<file path="config.mk">
export PLATFORM = sky130hd
export DESIGN_NAME = dmem_bridge_flat
export DESIGN_NICKNAME = d
export VERILOG_FILES = /design/src/rtl/dmem_bridge_pkg.sv /design/src/rtl/dmem_bridge_if.sv /design/src/rtl/dmb_timeout_cnt.sv /design/src/rtl/dmem_bridge.sv /design/src/flat_wrapper.sv
export SDC_FILE = /design/constraint.sdc
export NUM_CORES = 1
export LEC_CHECK = 0
export BUFFER_PORTS_ARGS = -buffer_cell sky130_fd_sc_hd__buf_2
export CAP_MARGIN = 25
export CORE_MARGIN = 4
export CORE_UTILIZATION = 50
export DETAILED_ROUTE_END_ITERATION = 8
export PLACE_DENSITY_LB_ADDON = 0.25
export SYNTH_ARGS = -nofsm -noshare
export SYNTH_HDL_FRONTEND = slang
export SYNTH_HIERARCHICAL = 1
export SYNTH_SLANG_ARGS = --single-unit
</file>
<file path="constraint.sdc">
create_clock -name clk -period 3.9 [get_ports clk]
set_input_delay 0.585 -clock clk [delete_from_list [all_inputs] [get_ports clk]]
set_output_delay 0.585 -clock clk [all_outputs]
set_load 0.02 [all_outputs]
</file>
<file path="src/rtl/dmem_bridge_pkg.sv">
// Shared types and constants for the CPU data-memory bridge.
package dmem_bridge_pkg;

  typedef enum logic [1:0] {
    ST_IDLE = 2'd0,
    ST_REQ  = 2'd1,
    ST_WAIT = 2'd2,
    ST_DONE = 2'd3
  } dmb_state_e;

  localparam int unsigned DMB_TIMEOUT_CYC = 256;
  localparam logic [3:0]  DMB_WEB_READ    = 4'hF;

  function automatic logic [31:0] dmb_word_addr(input logic [31:0] a);
    return a & 32'hFFFF_FFFC;
  endfunction

endpackage

</file>
<file path="src/rtl/dmem_bridge_if.sv">
// CPU-side and memory-side signals of the data-memory bridge.
interface dmem_bridge_if;
  logic        cpu_req;
  logic [31:0] cpu_addr;
  logic [31:0] cpu_wdata;
  logic [3:0]  cpu_web;
  logic [31:0] cpu_rdata;
  logic        cpu_stall;
  logic        mem_req_valid;
  logic        mem_req_ready;
  logic [31:0] mem_addr;
  logic        mem_we;
  logic [3:0]  mem_wstrb;
  logic [31:0] mem_wdata;
  logic        mem_resp_valid;
  logic [31:0] mem_rdata;
  logic        bus_err;

  // The bridge itself.
  modport slave (
    input  cpu_req, cpu_addr, cpu_wdata, cpu_web,
    input  mem_req_ready, mem_resp_valid, mem_rdata,
    output cpu_rdata, cpu_stall,
    output mem_req_valid, mem_addr, mem_we, mem_wstrb, mem_wdata,
    output bus_err
  );

  // The CPU and memory surrounding the bridge.
  modport master (
    output cpu_req, cpu_addr, cpu_wdata, cpu_web,
    output mem_req_ready, mem_resp_valid, mem_rdata,
    input  cpu_rdata, cpu_stall,
    input  mem_req_valid, mem_addr, mem_we, mem_wstrb, mem_wdata,
    input  bus_err
  );
endinterface

</file>
<file path="src/rtl/dmb_timeout_cnt.sv">
// WAIT-state cycle counter; expired is high on the last permitted WAIT cycle.
module dmb_timeout_cnt
  import dmem_bridge_pkg::*;
#(
  parameter int unsigned TIMEOUT_CYC = DMB_TIMEOUT_CYC
) (
  input  logic clk,
  input  logic rst,
  input  logic clr,
  input  logic en,
  output logic expired
);

  localparam int unsigned CW = (TIMEOUT_CYC > 1) ? $clog2(TIMEOUT_CYC) : 1;

  logic [CW-1:0] r_cnt;
  logic          w_expired;

  assign w_expired = (r_cnt == CW'(TIMEOUT_CYC - 1));
  assign expired   = w_expired;

  // Saturates at the limit so a stuck enable can never wrap back to zero.
  always_ff @(posedge clk) begin
    if (rst || clr) begin
      r_cnt <= '0;
    end else if (en && !w_expired) begin
      r_cnt <= r_cnt + 1'b1;
    end
  end

endmodule

</file>
<file path="src/rtl/dmem_bridge.sv">
// Bridges the single-cycle CPU data port onto a valid/ready memory bus,
// stalling the CPU until the access completes or times out.
module dmem_bridge
  import dmem_bridge_pkg::*;
#(
  parameter int unsigned TIMEOUT_CYC = DMB_TIMEOUT_CYC
) (
  input  logic          clk,
  input  logic          rst,
  dmem_bridge_if.slave  bus
);

  dmb_state_e  r_state;
  dmb_state_e  w_state_nxt;
  logic [31:0] r_addr;
  logic [31:0] r_wdata;
  logic [3:0]  r_web;
  logic [31:0] r_rdata;
  logic        r_bus_err;

  logic        w_latch;
  logic        w_capture;
  logic        w_timeout;
  logic        w_cnt_clr;
  logic        w_cnt_en;
  logic        w_expired;
  logic        w_is_read;
  logic [31:0] w_cap_data;

  assign w_is_read  = (r_web == DMB_WEB_READ);
  assign w_cap_data = w_is_read ? bus.mem_rdata : 32'h0;
  assign w_cnt_en   = (r_state == ST_WAIT);

  dmb_timeout_cnt #(
    .TIMEOUT_CYC (TIMEOUT_CYC)
  ) u_timeout (
    .clk     (clk),
    .rst     (rst),
    .clr     (w_cnt_clr),
    .en      (w_cnt_en),
    .expired (w_expired)
  );

  // A response coinciding with the timeout takes priority over the abort.
  always_comb begin
    w_state_nxt = r_state;
    w_latch     = 1'b0;
    w_capture   = 1'b0;
    w_timeout   = 1'b0;
    w_cnt_clr   = 1'b0;
    case (r_state)
      ST_IDLE: begin
        if (bus.cpu_req) begin
          w_latch     = 1'b1;
          w_state_nxt = ST_REQ;
        end
      end
      ST_REQ: begin
        if (bus.mem_req_ready) begin
          if (bus.mem_resp_valid) begin
            w_capture   = 1'b1;
            w_state_nxt = ST_DONE;
          end else begin
            w_cnt_clr   = 1'b1;
            w_state_nxt = ST_WAIT;
          end
        end
      end
      ST_WAIT: begin
        if (bus.mem_resp_valid) begin
          w_capture   = 1'b1;
          w_state_nxt = ST_DONE;
        end else if (w_expired) begin
          w_timeout   = 1'b1;
          w_state_nxt = ST_DONE;
        end
      end
      ST_DONE: w_state_nxt = ST_IDLE;
      default: w_state_nxt = ST_IDLE;
    endcase
  end

  always_ff @(posedge clk) begin
    if (rst) begin
      r_state   <= ST_IDLE;
      r_addr    <= 32'h0;
      r_wdata   <= 32'h0;
      r_web     <= 4'h0;
      r_rdata   <= 32'h0;
      r_bus_err <= 1'b0;
    end else begin
      r_state <= w_state_nxt;
      if (w_latch) begin
        r_addr  <= dmb_word_addr(bus.cpu_addr);
        r_wdata <= bus.cpu_wdata;
        r_web   <= bus.cpu_web;
      end
      if (w_capture) begin
        r_rdata <= w_cap_data;
      end else if (w_timeout) begin
        r_rdata   <= 32'h0;
        r_bus_err <= 1'b1;
      end
    end
  end

  assign bus.cpu_stall     = bus.cpu_req && (r_state != ST_DONE);
  assign bus.cpu_rdata     = r_rdata;
  assign bus.mem_req_valid = (r_state == ST_REQ);
  assign bus.mem_addr      = r_addr;
  assign bus.mem_we        = !w_is_read;
  assign bus.mem_wstrb     = ~r_web;
  assign bus.mem_wdata     = r_wdata;
  assign bus.bus_err       = r_bus_err;

endmodule

</file>
<file path="src/flat_wrapper.sv">
// flat-port wrapper written by rule: the top's interface ports become plain ports
module dmem_bridge_flat import dmem_bridge_pkg::*;
#(
  parameter int unsigned TIMEOUT_CYC = DMB_TIMEOUT_CYC
)
  (clk, rst, bus_cpu_req, bus_cpu_addr, bus_cpu_wdata, bus_cpu_web, bus_mem_req_ready, bus_mem_resp_valid, bus_mem_rdata, bus_cpu_rdata, bus_cpu_stall, bus_mem_req_valid, bus_mem_addr, bus_mem_we, bus_mem_wstrb, bus_mem_wdata, bus_bus_err);
  dmem_bridge_if bus_i ();
  input  logic clk;
  input  logic rst;
  input wire logic [$bits(bus_i.cpu_req)-1:0] bus_cpu_req;
  input wire logic [$bits(bus_i.cpu_addr)-1:0] bus_cpu_addr;
  input wire logic [$bits(bus_i.cpu_wdata)-1:0] bus_cpu_wdata;
  input wire logic [$bits(bus_i.cpu_web)-1:0] bus_cpu_web;
  input wire logic [$bits(bus_i.mem_req_ready)-1:0] bus_mem_req_ready;
  input wire logic [$bits(bus_i.mem_resp_valid)-1:0] bus_mem_resp_valid;
  input wire logic [$bits(bus_i.mem_rdata)-1:0] bus_mem_rdata;
  output wire logic [$bits(bus_i.cpu_rdata)-1:0] bus_cpu_rdata;
  output wire logic [$bits(bus_i.cpu_stall)-1:0] bus_cpu_stall;
  output wire logic [$bits(bus_i.mem_req_valid)-1:0] bus_mem_req_valid;
  output wire logic [$bits(bus_i.mem_addr)-1:0] bus_mem_addr;
  output wire logic [$bits(bus_i.mem_we)-1:0] bus_mem_we;
  output wire logic [$bits(bus_i.mem_wstrb)-1:0] bus_mem_wstrb;
  output wire logic [$bits(bus_i.mem_wdata)-1:0] bus_mem_wdata;
  output wire logic [$bits(bus_i.bus_err)-1:0] bus_bus_err;
  assign bus_i.cpu_req = bus_cpu_req;
  assign bus_i.cpu_addr = bus_cpu_addr;
  assign bus_i.cpu_wdata = bus_cpu_wdata;
  assign bus_i.cpu_web = bus_cpu_web;
  assign bus_i.mem_req_ready = bus_mem_req_ready;
  assign bus_i.mem_resp_valid = bus_mem_resp_valid;
  assign bus_i.mem_rdata = bus_mem_rdata;
  assign bus_cpu_rdata = bus_i.cpu_rdata;
  assign bus_cpu_stall = bus_i.cpu_stall;
  assign bus_mem_req_valid = bus_i.mem_req_valid;
  assign bus_mem_addr = bus_i.mem_addr;
  assign bus_mem_we = bus_i.mem_we;
  assign bus_mem_wstrb = bus_i.mem_wstrb;
  assign bus_mem_wdata = bus_i.mem_wdata;
  assign bus_bus_err = bus_i.bus_err;
  dmem_bridge #(.TIMEOUT_CYC(TIMEOUT_CYC)) u_core (.clk(clk), .rst(rst), .bus(bus_i));
endmodule
</file>
==> results of run 1 <==
[cell usage after synthesis (4+ instances only)]
| master | number |
|---|---|
| sky130_fd_sc_hd__nand2_1 | 143 |
| sky130_fd_sc_hd__dfxtp_1 | 109 |
| sky130_fd_sc_hd__a21oi_1 | 103 |
| sky130_fd_sc_hd__nand4_1 | 34 |
| sky130_fd_sc_hd__o211ai_1 | 32 |
| sky130_fd_sc_hd__clkbuf_1 | 26 |
| sky130_fd_sc_hd__buf_2 | 20 |
| sky130_fd_sc_hd__inv_1 | 12 |
| sky130_fd_sc_hd__ha_1 | 8 |
| sky130_fd_sc_hd__a2111oi_0 | 4 |
[worst max-delay path, delay by kind of cell (launching register included)]
family	cells	cell delay, ns
AO/OA/AOI/OAI	2	0.57
adder cells (fa/ha/maj)	1	0.34
buffers and inverters	1	0.13
flip-flops	1	0.45
AND/OR/NAND/NOR	1	0.63
[metal layers]
metal | share of wire, % | GRT usage, %
met5 | 0 | 0
met4 | 1.1 | 6.237
met3 | 10 | 7.507
met2 | 49 | 39.03
met1 | 40 | 27.01
[kinds of logic (layout without fill, tap and decap cells)]
kind of cell	count (synthesis)	count (layout)
AND/OR/NAND/NOR	197	197
flip-flops	109	109
buffers and inverters	60	238
multiplexers	3	3
adder cells (fa/ha/maj)	8	8
AO/OA/AOI/OAI	152	152
other	1	2
[flip-flops by register name, summed over array words and instances, names as in the netlist]
signal / flops
u_core/r_state: 2
u_core/r_web: 4
u_core/u_timeout/r_cnt: 8
u_core/bus.mem_wdata: 32
u_core/bus.cpu_rdata: 32
u_core/bus.bus_err: 1
u_core/bus.mem_addr: 30
[layout by cell type (no fill, tap or decap), types with 2 or more instances in the layout]
cell / Yosys / final
sky130_fd_sc_hd__a2111oi_0: 4 / 4
sky130_fd_sc_hd__a21oi_1: 103 / 102
sky130_fd_sc_hd__a31oi_1: 2 / 2
sky130_fd_sc_hd__and2_2: 1 / 2
sky130_fd_sc_hd__and4_1: 2 / 2
sky130_fd_sc_hd__buf_2: 20 / 203
sky130_fd_sc_hd__buf_4: 2 / 6
sky130_fd_sc_hd__clkbuf_8: 0 / 9
sky130_fd_sc_hd__conb_1: 1 / 2
sky130_fd_sc_hd__dfxtp_1: 109 / 109
sky130_fd_sc_hd__ha_1: 8 / 8
sky130_fd_sc_hd__inv_1: 12 / 12
sky130_fd_sc_hd__mux2i_1: 3 / 3
sky130_fd_sc_hd__nand2_1: 143 / 142
sky130_fd_sc_hd__nand2_2: 1 / 2
sky130_fd_sc_hd__nand4_1: 34 / 34
sky130_fd_sc_hd__nor2_1: 2 / 2
sky130_fd_sc_hd__nor2b_1: 3 / 3
sky130_fd_sc_hd__o211ai_1: 32 / 32
sky130_fd_sc_hd__or3_1: 3 / 3
[worst min-delay path by stage]
| stage | start | end | slack [ns] | cells after the start |
|---|---|---|---|---|
| after global routing | bus_cpu_addr[10] | u_core/bus.mem_addr[10] | 0.43 | 3 |
| after CTS | bus_cpu_addr[27] | u_core/bus.mem_addr[27] | 0.44 | 3 |
| after detailed placement | u_core/bus.bus_err | u_core/bus.bus_err | 0.44 | 2 |
| final | u_core/bus.bus_err | u_core/bus.bus_err | 0.45 | 2 |
| after global placement | u_core/bus.bus_err | u_core/bus.bus_err | 0.43 | 2 |
| after floorplan | u_core/r_web[2] | u_core/r_web[2] | 0.45 | 2 |
[where the power goes]
group / leakage [nW] / total [mW] / internal [mW] / switching, mW
combinational: 1.48 / 1.01 / 0.306 / 0.702
sequential: 0.888 / 1.31 / 1.24 / 0.0714
clock: 0.0927 / 0.662 / 0.297 / 0.365
[metrics by stage]
step | cell area, um2 | hold slack, ns | cells | setup slack (ns)
floorplan | 4352 | 0.4452 | 531 | 2.223
global placement | 5339 | 0.4324 | 797 | 1.759
detailed placement | 5359 | 0.4412 | 798 | 1.705
CTS | 5547 | 0.4350 | 813 | 1.660
global route | 5574 | 0.4339 | 814 | 1.506
finish | 5574 | 0.4490 | 814 | 1.641
[layout make-up]
type	instances	area (um2)
Timing Repair Buffer	211	1109
Inverter	12	45.04
Sequential cell	109	2182
Clock buffer	10	127.6
Clock inverter	5	60.06
Multi-Input combinational cell	362	1919
Tap cell	105	131.4
Fill cell	717	2766
==> impl_results.rst, run 1 <==
.. list-table::
   :header-rows: 1

   * - Metric
     - Value
   * - Overall Power
     - between 2 and 3 mW
   * - Core Area
     - 8341 um2
   * - DRT Wirelength
     - 12010 um
   * - Final Hold Viols
     - 0
   * - Area share of the leading cell type in the synthesized netlist
     - 50.19%
   * - Maximum VDD drop
     - 0.3311 mV
   * - Cell variety after synth
     - 38
   * - Arrival @ worst endpoint
     - approximately 2.5 ns
   * - Worst setup skew after layout
     - 0.01045 ns
   * - Post-CTS Setup Bufs
     - 0
   * - Effective utilization at floorplan
     - a little over half
   * - Cell depth of the worst flop-to-flop path
     - 5
   * - Power density over the cells
     - 534.5 nW/um2
   * - Worst-Margin Slew
     - 1.080 ns
   * - Global placement routability congestion
     - 0.8406
   * - Origin of the worst setup path
     - u_core/r_state[1]
   * - Root Buffer Master
     - sky130_fd_sc_hd__clkbuf_8
   * - Number of max-cap violations
     - 0
   * - Global-route wire length before repair
     - between 15000 and 20000 um
   * - Xor/xnor cell area share of the yosys netlist
     - 0%
   * - Count of cells resized by post-cts repair
     - 0
   * - Largest cells by area after synthesis
     - sky130_fd_sc_hd__dfxtp_1 (50%), sky130_fd_sc_hd__nand2_1 (12%), sky130_fd_sc_hd__a21oi_1 (12%)
   * - Hold buffer count at CTS
     - 0
   * - Total number of nets in the final design
     - 818
   * - R2r setup slk
     - 1.64 ns
   * - Vias in the first global route
     - 4177
   * - X dimension of the die
     - 101.3 um
   * - Required arrival time at the worst endpoint
     - 4.12 ns
   * - Final-report max-slew violation count
     - 0
   * - Port Buffers
     - 204
   * - Area added between synthesis and finish
     - 28.20%
   * - Detailed placer's ending HPWL
     - 8431 um
   * - Multiplexer share of the synthesized area
     - 0.6906%
   * - Standard-cell rows
     - 33
   * - Detail-routed via count per cell
     - 5.373
   * - Dominant synthesized flop cell
     - sky130_fd_sc_hd__dfxtp_1
   * - Average instance area after synthesis
     - 8.204 um2
   * - Cell leakage power
     - 2.462 nW
   * - Via Count
     - 4374
   * - Library cell contributing the largest single delay on the critical path
     - sky130_fd_sc_hd__nand2_1
   * - Synth warn
     - 6
   * - Final number of setup-violating endpoints
     - 0
   * - First-pass DRT Iterations
     - 4
   * - RSZ-0062 raised after global routing
     - false
   * - Netlist area before placement
     - roughly 4300 um2
   * - EDFF count, synth
     - 0
   * - Ratio of cells with drive above 1 in the final layout
     - 32.44%
   * - Most area-hungry cell type in the Yosys netlist
     - sky130_fd_sc_hd__dfxtp_1
   * - Status
     - complete, no violations
   * - Critical path type
     - reg2reg
   * - TritonCTS Buffers
     - 9
   * - Chain of cells forming the critical path
     - inv_1 -> ha_1 -> nand2_1 -> o211ai_1 -> a21oi_1
   * - Final period utilization
     - 57.93%
   * - Max H-tree Level
     - 3
   * - Remaining Overflow, GRT
     - 0
   * - Maximum number of pins on one net before global-route repair
     - 64
   * - Top fanout value on the critical path
     - 32
   * - Worst hold path class
     - reg2reg
   * - Insertion delay of the later-clocked pin in the worst-skew pair
     - 0.35 ns
   * - Chip Height
     - 101.3 um
   * - Core occupancy in the finished layout
     - between 60% and 70%
   * - Capture point of the critical path
     - u_core/bus.cpu_rdata[30]
   * - Largest family of logic cells by synthesized area
     - compound AO/OA/AOI/OAI gates
   * - Routed Antenna Nets
     - 0
   * - Simple-Gate Fraction of Synth Area
     - 20.26%
   * - Endpoint type of the worst setup path
     - register
   * - Number of top-level pins
     - between 200 and 250
   * - Nature of the critical path startpoint
     - register
   * - Per-cell routed wire length
     - around 15 um
   * - Antenna violations before repair
     - 0
   * - Max Clk Rate
     - ~0.44 GHz
   * - Worst r2r dst
     - u_core/bus.cpu_rdata[30]
   * - Slew headroom
     - 27.80%
   * - DR iter-0 viols
     - 106
   * - Diode insertion count for antenna repair
     - 0
   * - Synthesized instance count
     - 530
   * - Clock-pin slew on the worst setup and hold paths
     - approximately 0.1 ns
   * - Async SR Flop Fraction
     - 0%
   * - DRC violations left
     - 0
   * - Maximum clock path buffer count
     - 2
   * - Crit path largest cell delay
     - 0.63 ns
   * - Share of synthesized cell area in full adder, half adder and majority cells
     - 2.302%
   * - TritonCTS clock tree
     - yes
   * - Compound-Gate Fraction of Synth Area
     - 20.55%
   * - Final setup TNS
     - 0 ns
   * - Flip-flop and latch count after synthesis
     - 109
   * - TritonCTS sink count
     - 109
   * - Origin of the critical flop-to-flop path
     - u_core/r_state[1]
   * - Total Die Area
     - slightly above 10000 um2
   * - Share of the yosys chip area belonging to registers
     - 50.19%
   * - Final min period
     - roughly 2.3 ns
   * - All-layer global routing usage
     - 22.64%
No activity file was read; power rests on OpenSTA's default activity.
==> run 2: changes to the inputs <==
- CORE_UTILIZATION: 50 -> 46
- clock period: 3.9 -> 2.2 ns (I/O delays scaled with it)
==> run 2 against run 1 <==
  * Sequential share of layout area shrank 0.64 points
  * Fmax rose by 19%
  * Non-clock buffer count grew 6
  * Clock skew increased by 0.0010 ns
  * First-iteration DRC count increased by 70%
  * Combinational power rose by 82%
  * Critical endpoint is now u_core/r_state[0]
  * Highest routed layer unchanged
==> impl_results.rst, run 2 (synthesis results as in run 1) <==
.. list-table::
   :header-rows: 1

   * - Metric
     - Value
   * - Status
     - complete, no violations
   * - Chip Height
     - 105.2 um (+3.9%)
   * - Maximum VDD drop
     - 0.4791 mV (+45%)
   * - Number of top-level pins
     - 209 (unchanged)
   * - Global placement routability congestion
     - 0.8247 (-1.9%)
   * - Critical path type
     - reg2reg
   * - Nature of the critical path startpoint
     - register
   * - Final-report max-slew violation count
     - 0 (unchanged)
   * - Post-CTS Setup Bufs
     - 0 (unchanged)
   * - Sum of buffers and inverters on the critical path
     - 1 (unchanged)
   * - Routed Antenna Nets
     - 0 (unchanged)
   * - Required arrival time at the worst endpoint
     - 2.47 ns (-1.65 ns)
   * - Count of cells resized by post-cts repair
     - 0 (unchanged)
   * - DRT Wirelength
     - 12170 um (+1.3%)
   * - Most common library cell in the layout ignoring fill and taps
     - sky130_fd_sc_hd__buf_2
   * - Filler Cells Inserted
     - 833 (+16%)
   * - Maximum clock path buffer count
     - 2 (unchanged)
   * - TritonCTS Buffers
     - 9 (unchanged)
   * - First-pass DRT Iterations
     - 6 (+2)
   * - Origin of the worst setup path
     - u_core/u_timeout/r_cnt[5]
   * - Sw Pwr
     - 2.058 mW (+81%)
   * - Final Non-Filler Cells
     - 845 (+3.8%)
   * - Clock-pin slew on the worst setup and hold paths
     - 0.10 ns (about the same)
   * - Port Buffers
     - 204 (unchanged)
   * - Final min period
     - 1.892 ns (-0.3667 ns)
   * - Worst hold slack across all endpoints
     - 0.1982 ns (-0.2508 ns)
   * - Sequential group share of total power
     - 43.2% (-0.8 points)
   * - Number of max-cap violations
     - 0 (unchanged)
   * - Arrival @ worst endpoint
     - 2.17 ns (-0.31 ns)
   * - Commonest non-fill, non-tap cells in the layout
     - sky130_fd_sc_hd__buf_2 (203), sky130_fd_sc_hd__nand2_1 (142), sky130_fd_sc_hd__dfxtp_1 (109)
   * - Number of instances in the placed design
     - 829 (+3.9%)
   * - Final number of setup-violating endpoints
     - 0 (unchanged)
   * - Global-route wire length before repair
     - 20190 um (+5.6%)
   * - Internal power
     - 3.324 mW (+81%)
   * - X dimension of the die
     - 105.2 um (+3.9%)
   * - Pre-CTS setup slack
     - 0.3292 ns (-1.375 ns)
   * - Share of total power consumed by net switching
     - 38.25% (+0.039 points)
   * - Top fanout value on the critical path
     - 6 (-81%)
   * - Remaining Overflow, GRT
     - 0 (unchanged)
   * - Effective utilization at floorplan
     - 47.05% (-5.1 points)
   * - Standard-cell rows
     - 35 (+6.1%)
   * - Logic pwr share
     - 34.2% (+0.4 points)
   * - Chain of cells forming the critical path
     - and3_1 -> inv_1 -> nor3_1 -> nor3b_1 -> or3_1 -> o32ai_1
   * - Worst setup skew after layout
     - 0.01147 ns (+0.001021 ns)
   * - Root Buffer Master
     - sky130_fd_sc_hd__clkbuf_8
   * - Maximum number of pins on one net before global-route repair
     - 52 (-19%)
   * - Vias in the first global route
     - 4248 (+1.7%)
   * - Via Count
     - 4408 (+0.78%)
   * - Detailed placer's ending HPWL
     - 8850 um (+5.0%)
   * - Diode insertion count for antenna repair
     - 0 (unchanged)
   * - Hold buffer count at CTS
     - 0 (unchanged)
   * - Insertion delay of the later-clocked pin in the worst-skew pair
     - 0.36 ns (about the same)
   * - DRC violations left
     - 0 (unchanged)
   * - Total Die Area
     - 11070 um2 (+8.0%)
   * - Detail-routed via count per cell
     - 5.217 (-2.9%)
   * - Min-delay src
     - bus_cpu_wdata[18]
   * - Per-cell routed wire length
     - 14.40 um (-2.4%)
   * - TritonCTS clock tree
     - yes
   * - Antenna violations before repair
     - 0 (unchanged)
   * - Core Area
     - 9240 um2 (+11%)
   * - Cell leakage power
     - 2.502 nW (+1.6%)
   * - Overall Power
     - 5.382 mW (+81%)
   * - TritonCTS sink count
     - 109 (unchanged)
   * - Ratio of cells with drive above 1 in the final layout
     - 33.10% (+0.66 points)
   * - Crit path largest cell delay
     - 0.39 ns (-0.24 ns)
   * - Top Family by Delay on Critical Path
     - simple AND/OR/NAND/NOR gates
   * - Clock power frac
     - 22.6% (+0.4 points)
   * - Final period utilization
     - 86.02% (+28 points)
   * - DR iter-0 viols
     - 180 (+70%)
   * - Final setup TNS
     - 0 ns (unchanged)
   * - RSZ-0062 raised after global routing
     - false
   * - Area added between synthesis and finish
     - 30.33%
   * - Final Hold Viols
     - 0 (unchanged)
   * - Origin of the critical flop-to-flop path
     - u_core/u_timeout/r_cnt[5]
   * - Worst hold path class
     - in2reg
   * - Total number of nets in the final design
     - 824 (+0.73%)
   * - Worst Slack Setup Final
     - 0.3075 ns (-1.333 ns)
   * - Power density over the cells
     - 949.8 nW/um2 (+78%)
   * - Max H-tree Level
     - 3 (unchanged)
   * - All-layer global routing usage
     - 21.76% (-0.88 points)
   * - Library cell contributing the largest single delay on the critical path
     - sky130_fd_sc_hd__dfxtp_1
   * - Endpoint type of the worst setup path
     - register
   * - Max Clk Rate
     - 0.5284 GHz (+19%)
[run 2: per-stage QoR]
step	instance area, um2	utilization, %
3_5_place_dp	5466	59.16
6_report	5667	61.33
3_3_place_gp	5466	59.16
2_1_floorplan	4352	-
4_1_cts	5667	61.33
5_1_grt	5667	61.33
[run 2: final timing paths]
kind | end | slack (ns) | cells after the start
max | u_core/r_state[0] | 0.31 | 6
min | u_core/bus.mem_wdata[18] | 0.20 | 3
max reg2reg | u_core/r_state[0] | 0.31 | 6
min reg2reg | u_core/bus.mem_wdata[13] | 0.46 | 2
[run 2: layout make-up]
cell class | instances | area (um2) | share of cell area (%)
Sequential cell | 109 | 2182 | 38.51
Multi-Input combinational cell | 362 | 1919 | 33.87
Timing Repair Buffer | 217 | 1159 | 20.45
Tap cell | 129 | 161.4 | 2.848
Clock buffer | 10 | 127.6 | 2.252
Clock inverter | 6 | 72.57 | 1.281
Inverter | 12 | 45.04 | 0.7949
[run 2: power by group through the flow]
stage	combinational (mW)	clock (mW)	sequential [mW]
finish	1.84	1.22	2.32
detailed placement	1.84	0	2.36
global route	2.03	1.35	2.35
global placement	1.81	0	2.35
CTS	1.85	1.25	2.33
floorplan	0.984	0	2.59
[run 2: tightest hold or removal path: cells and delay by family]
| family | cells | cell delay, ns |
|---|---|---|
| simple gates | 1 | 0.04 |
| buf+inv | 1 | 0.10 |
| compound gates | 1 | 0.05 |
[run 2: per-layer routing]
metal,global-route usage [%],routed length (um),up-vias
met3,7.777,1116,23
met5,0,0,-
met1,25.75,4801,2030
met4,7.123,208,0
li1,-,-,2197
met2,36.66,6039,158
==> run 3: changes to the inputs <==
--- a/config.mk
+++ b/config.mk
@@ -9,5 +9,5 @@
 export CAP_MARGIN = 25
 export CORE_MARGIN = 4
-export CORE_UTILIZATION = 46
+export CORE_UTILIZATION = 50
 export DETAILED_ROUTE_END_ITERATION = 8
 export PLACE_DENSITY_LB_ADDON = 0.25
==> constraint.sdc (replaced) <==
create_clock -name clk -period 2.4 [get_ports clk]
set_input_delay 0.36 -clock clk [delete_from_list [all_inputs] [get_ports clk]]
set_output_delay 0.36 -clock clk [all_outputs]
set_load 0.05 [all_outputs]
==> run 3 against run 2 <==
  * Via count decreased by 1.1%
  * Hold slack improved by 0.027 ns
  * Cell area decreased by 1.7%
  * Clock skew shrank 0.0018 ns
  * First-iteration DRC count is 31% lower
  * Highest routed layer unchanged
  * Register-to-register slack better by 0.08 ns
  * Largest cell class unchanged
  * Die area decreased by 7.4%
  * Clock-buffer cell count is 1 higher
  * Sequential share of layout area rose by 0.67 points
  * Final cell count fell by 3.3%
  * Power shrank 2.6%
==> impl_results.rst, run 3 (synthesis results as in run 1) <==
.. list-table::
   :header-rows: 1

   * - Metric
     - Value
   * - Worst hold path depth
     - 3 (unchanged)
   * - Critical path type
     - reg2reg
   * - Area added between synthesis and finish
     - 28.09%
   * - Slew headroom
     - 46.65%
   * - Effective utilization at floorplan
     - 52.13% (+5.1 points)
   * - Post-CTS Setup Bufs
     - 0 (unchanged)
   * - Diode insertion count for antenna repair
     - 0 (unchanged)
   * - Final min period
     - 2.010 ns (+0.1174 ns)
   * - Final-report max-slew violation count
     - 0 (unchanged)
   * - Required arrival time at the worst endpoint
     - 2.68 ns (+0.21 ns)
   * - Top fanout value on the critical path
     - 6 (unchanged)
   * - Maximum number of pins on one net before global-route repair
     - 81 (+56%)
   * - Cell leakage power
     - 2.462 nW (-1.6%)
   * - Per-cell routed wire length
     - 14.97 um (+4.0%)
   * - Hold buffer count at CTS
     - 0 (unchanged)
   * - R2r setup slk
     - 0.39 ns (+0.08 ns)
   * - Worst setup skew after layout
     - 0.009651 ns (-0.001819 ns)
   * - Worst r2r dst
     - u_core/r_state[1]
   * - Insertion delay of the later-clocked pin in the worst-skew pair
     - 0.36 ns (about the same)
   * - Worst hold path class
     - in2reg
   * - Total Die Area
     - 10250 um2 (-7.4%)
   * - Via Count
     - 4359 (-1.1%)
   * - Status
     - complete, no violations
   * - Commonest non-fill, non-tap cells in the layout
     - sky130_fd_sc_hd__buf_2 (203), sky130_fd_sc_hd__nand2_1 (142), sky130_fd_sc_hd__dfxtp_1 (109)
   * - Overall Power
     - 5.243 mW (-2.6%)
   * - Standard-cell rows
     - 33 (-5.7%)
   * - Maximum VDD drop
     - 0.5588 mV (+17%)
   * - Global-route wire length before repair
     - 19490 um (-3.5%)
   * - Worst hold path endpoint
     - u_core/bus.mem_addr[27]
   * - Number of max-cap violations
     - 0 (unchanged)
   * - Global placement routability congestion
     - 0.8414 (+2.0%)
   * - Cell depth of the worst flop-to-flop path
     - 6 (unchanged)
   * - Count of cells resized by post-cts repair
     - 0 (unchanged)
   * - Worst Slack Setup Final
     - 0.3901 ns (+0.08264 ns)
   * - Antenna violations before repair
     - 0 (unchanged)
   * - Detailed placer's ending HPWL
     - 8486 um (-4.1%)
   * - Arrival @ worst endpoint
     - 2.29 ns (+0.12 ns)
   * - Nature of the critical path startpoint
     - register
   * - Pre-CTS setup slack
     - 0.4776 ns (+0.1484 ns)
   * - TritonCTS Buffers
     - 9 (unchanged)
   * - Crit path largest cell delay
     - 0.55 ns (+0.16 ns)
   * - Most common library cell in the layout ignoring fill and taps
     - sky130_fd_sc_hd__buf_2
   * - Final setup TNS
     - 0 ns (unchanged)
   * - Detail-routed via count per cell
     - 5.335 (+2.3%)
   * - TritonCTS sink count
     - 109 (unchanged)
   * - TritonCTS clock tree
     - yes
   * - Power density over the cells
     - 941.5 nW/um2 (-0.87%)
   * - Max H-tree Level
     - 3 (unchanged)
   * - Clock-pin slew on the worst setup and hold paths
     - 0.10 ns (about the same)
   * - Worst-Margin Slew
     - 0.8002 ns
   * - DRT Wirelength
     - 12230 um (+0.56%)
   * - RSZ-0062 raised after global routing
     - false
   * - Chain of cells forming the critical path
     - and3_1 -> inv_1 -> nor3_1 -> nor3b_1 -> or4b_1 -> a21oi_1
   * - Library cell contributing the largest single delay on the critical path
     - sky130_fd_sc_hd__or4b_1
   * - Endpoint type of the worst setup path
     - register
   * - Remaining Overflow, GRT
     - 0 (unchanged)
   * - DRC violations left
     - 0 (unchanged)
   * - First-pass DRT Iterations
     - 4 (-2)
   * - X dimension of the die
     - 101.3 um (-3.8%)
   * - Routed Antenna Nets
     - 0 (unchanged)
   * - Core Area
     - 8341 um2 (-9.7%)
   * - Final number of setup-violating endpoints
     - 0 (unchanged)
   * - Root Buffer Master
     - sky130_fd_sc_hd__clkbuf_8
   * - Vias in the first global route
     - 4186 (-1.5%)
   * - Total number of nets in the final design
     - 820 (-0.49%)
   * - Max Clk Rate
     - 0.4975 GHz (-5.8%)
   * - Chip Height
     - 101.3 um (-3.8%)
   * - Ratio of cells with drive above 1 in the final layout
     - 32.72% (-0.38 points)
   * - Maximum clock path buffer count
     - 2 (unchanged)
   * - Origin of the critical flop-to-flop path
     - u_core/u_timeout/r_cnt[5]
   * - Number of top-level pins
     - 209 (unchanged)
   * - Filler Cells Inserted
     - 730 (-12%)
   * - DR iter-0 viols
     - 125 (-31%)
   * - Final period utilization
     - 83.74% (-2.3 points)
   * - All-layer global routing usage
     - 23.37% (+1.6 points)
   * - Port Buffers
     - 204 (unchanged)
   * - Min-delay src
     - bus_cpu_addr[27]
   * - Final Hold Viols
     - 0 (unchanged)
## run 3: cell types whose count changed in the layout (fill, tap and decap cells not counted), sizes merged
cell / delta
buf: -4
clkinv: -2
clkinvlp: +2
bufinv: -1
clkbuf: +1
## run 3: through the flow
| stage | hold slack (ns) | instance area (um2) | utilization [%] | cells |
|---|---|---|---|---|
| 2_1_floorplan | 0.4368 | 4352 | - | 531 |
| 3_3_place_gp | 0.4365 | 5394 | 64.67 | 801 |
| 3_5_place_dp | 0.4356 | 5394 | 64.67 | 801 |
| 4_1_cts | 0.1986 | 5569 | 66.77 | 817 |
| 5_1_grt | 0.2019 | 5569 | 66.77 | 817 |
| 6_report | 0.2249 | 5569 | 66.77 | 817 |
## run 3: layer usage
layer / up-vias / part of all wire [%] / track usage, %
met5: - / 0 / 0
met1: 2001 / 39 / 27.12
met2: 153 / 50 / 39.13
li1: 2191 / - / -
met3: 14 / 9.5 / 9.022
met4: 0 / 1.2 / 8.691
## run 3: report_power, final
group / internal (mW) / switching [mW] / total, mW
Sequential: 2.01 / 0.114 / 2.13
Combinational: 0.506 / 1.59 / 2.10
Clock: 0.408 / 0.614 / 1.02
## run 3: worst max-delay path by stage
| stage | start | end | slack [ns] | depth (start not counted) |
|---|---|---|---|---|
| global placement | u_core/u_timeout/r_cnt[5] | u_core/r_state[1] | 0.59 | 6 |
| floorplan | u_core/r_state[1] | u_core/r_state[1] | 0.63 | 5 |
| finish | u_core/u_timeout/r_cnt[5] | u_core/r_state[1] | 0.39 | 6 |
| global route | u_core/u_timeout/r_cnt[5] | u_core/r_state[0] | 0.29 | 6 |
| detailed placement | u_core/u_timeout/r_cnt[5] | u_core/r_state[1] | 0.48 | 6 |
| CTS | u_core/u_timeout/r_cnt[5] | u_core/r_state[1] | 0.47 | 6 |
## run 3: area by class of cell
type	count	area, um2	area share, %
flip-flops and latches	109	2182	39.18
multi-input cells	362	1919	34.46
repair buffers	213	1116	20.04
clock buffers	11	141.4	2.539
well taps	105	131.4	2.359
inverters	12	45.04	0.8088
clock inverters	5	33.78	0.6066
## run 3: critical path: cells and delay by family (launching register included)
kind	cells	cell delay, ns
AO/OA/AOI/OAI	1	0.15
buffers and inverters	1	0.10
flip-flops	1	0.40
AND/OR/NAND/NOR	4	1.30
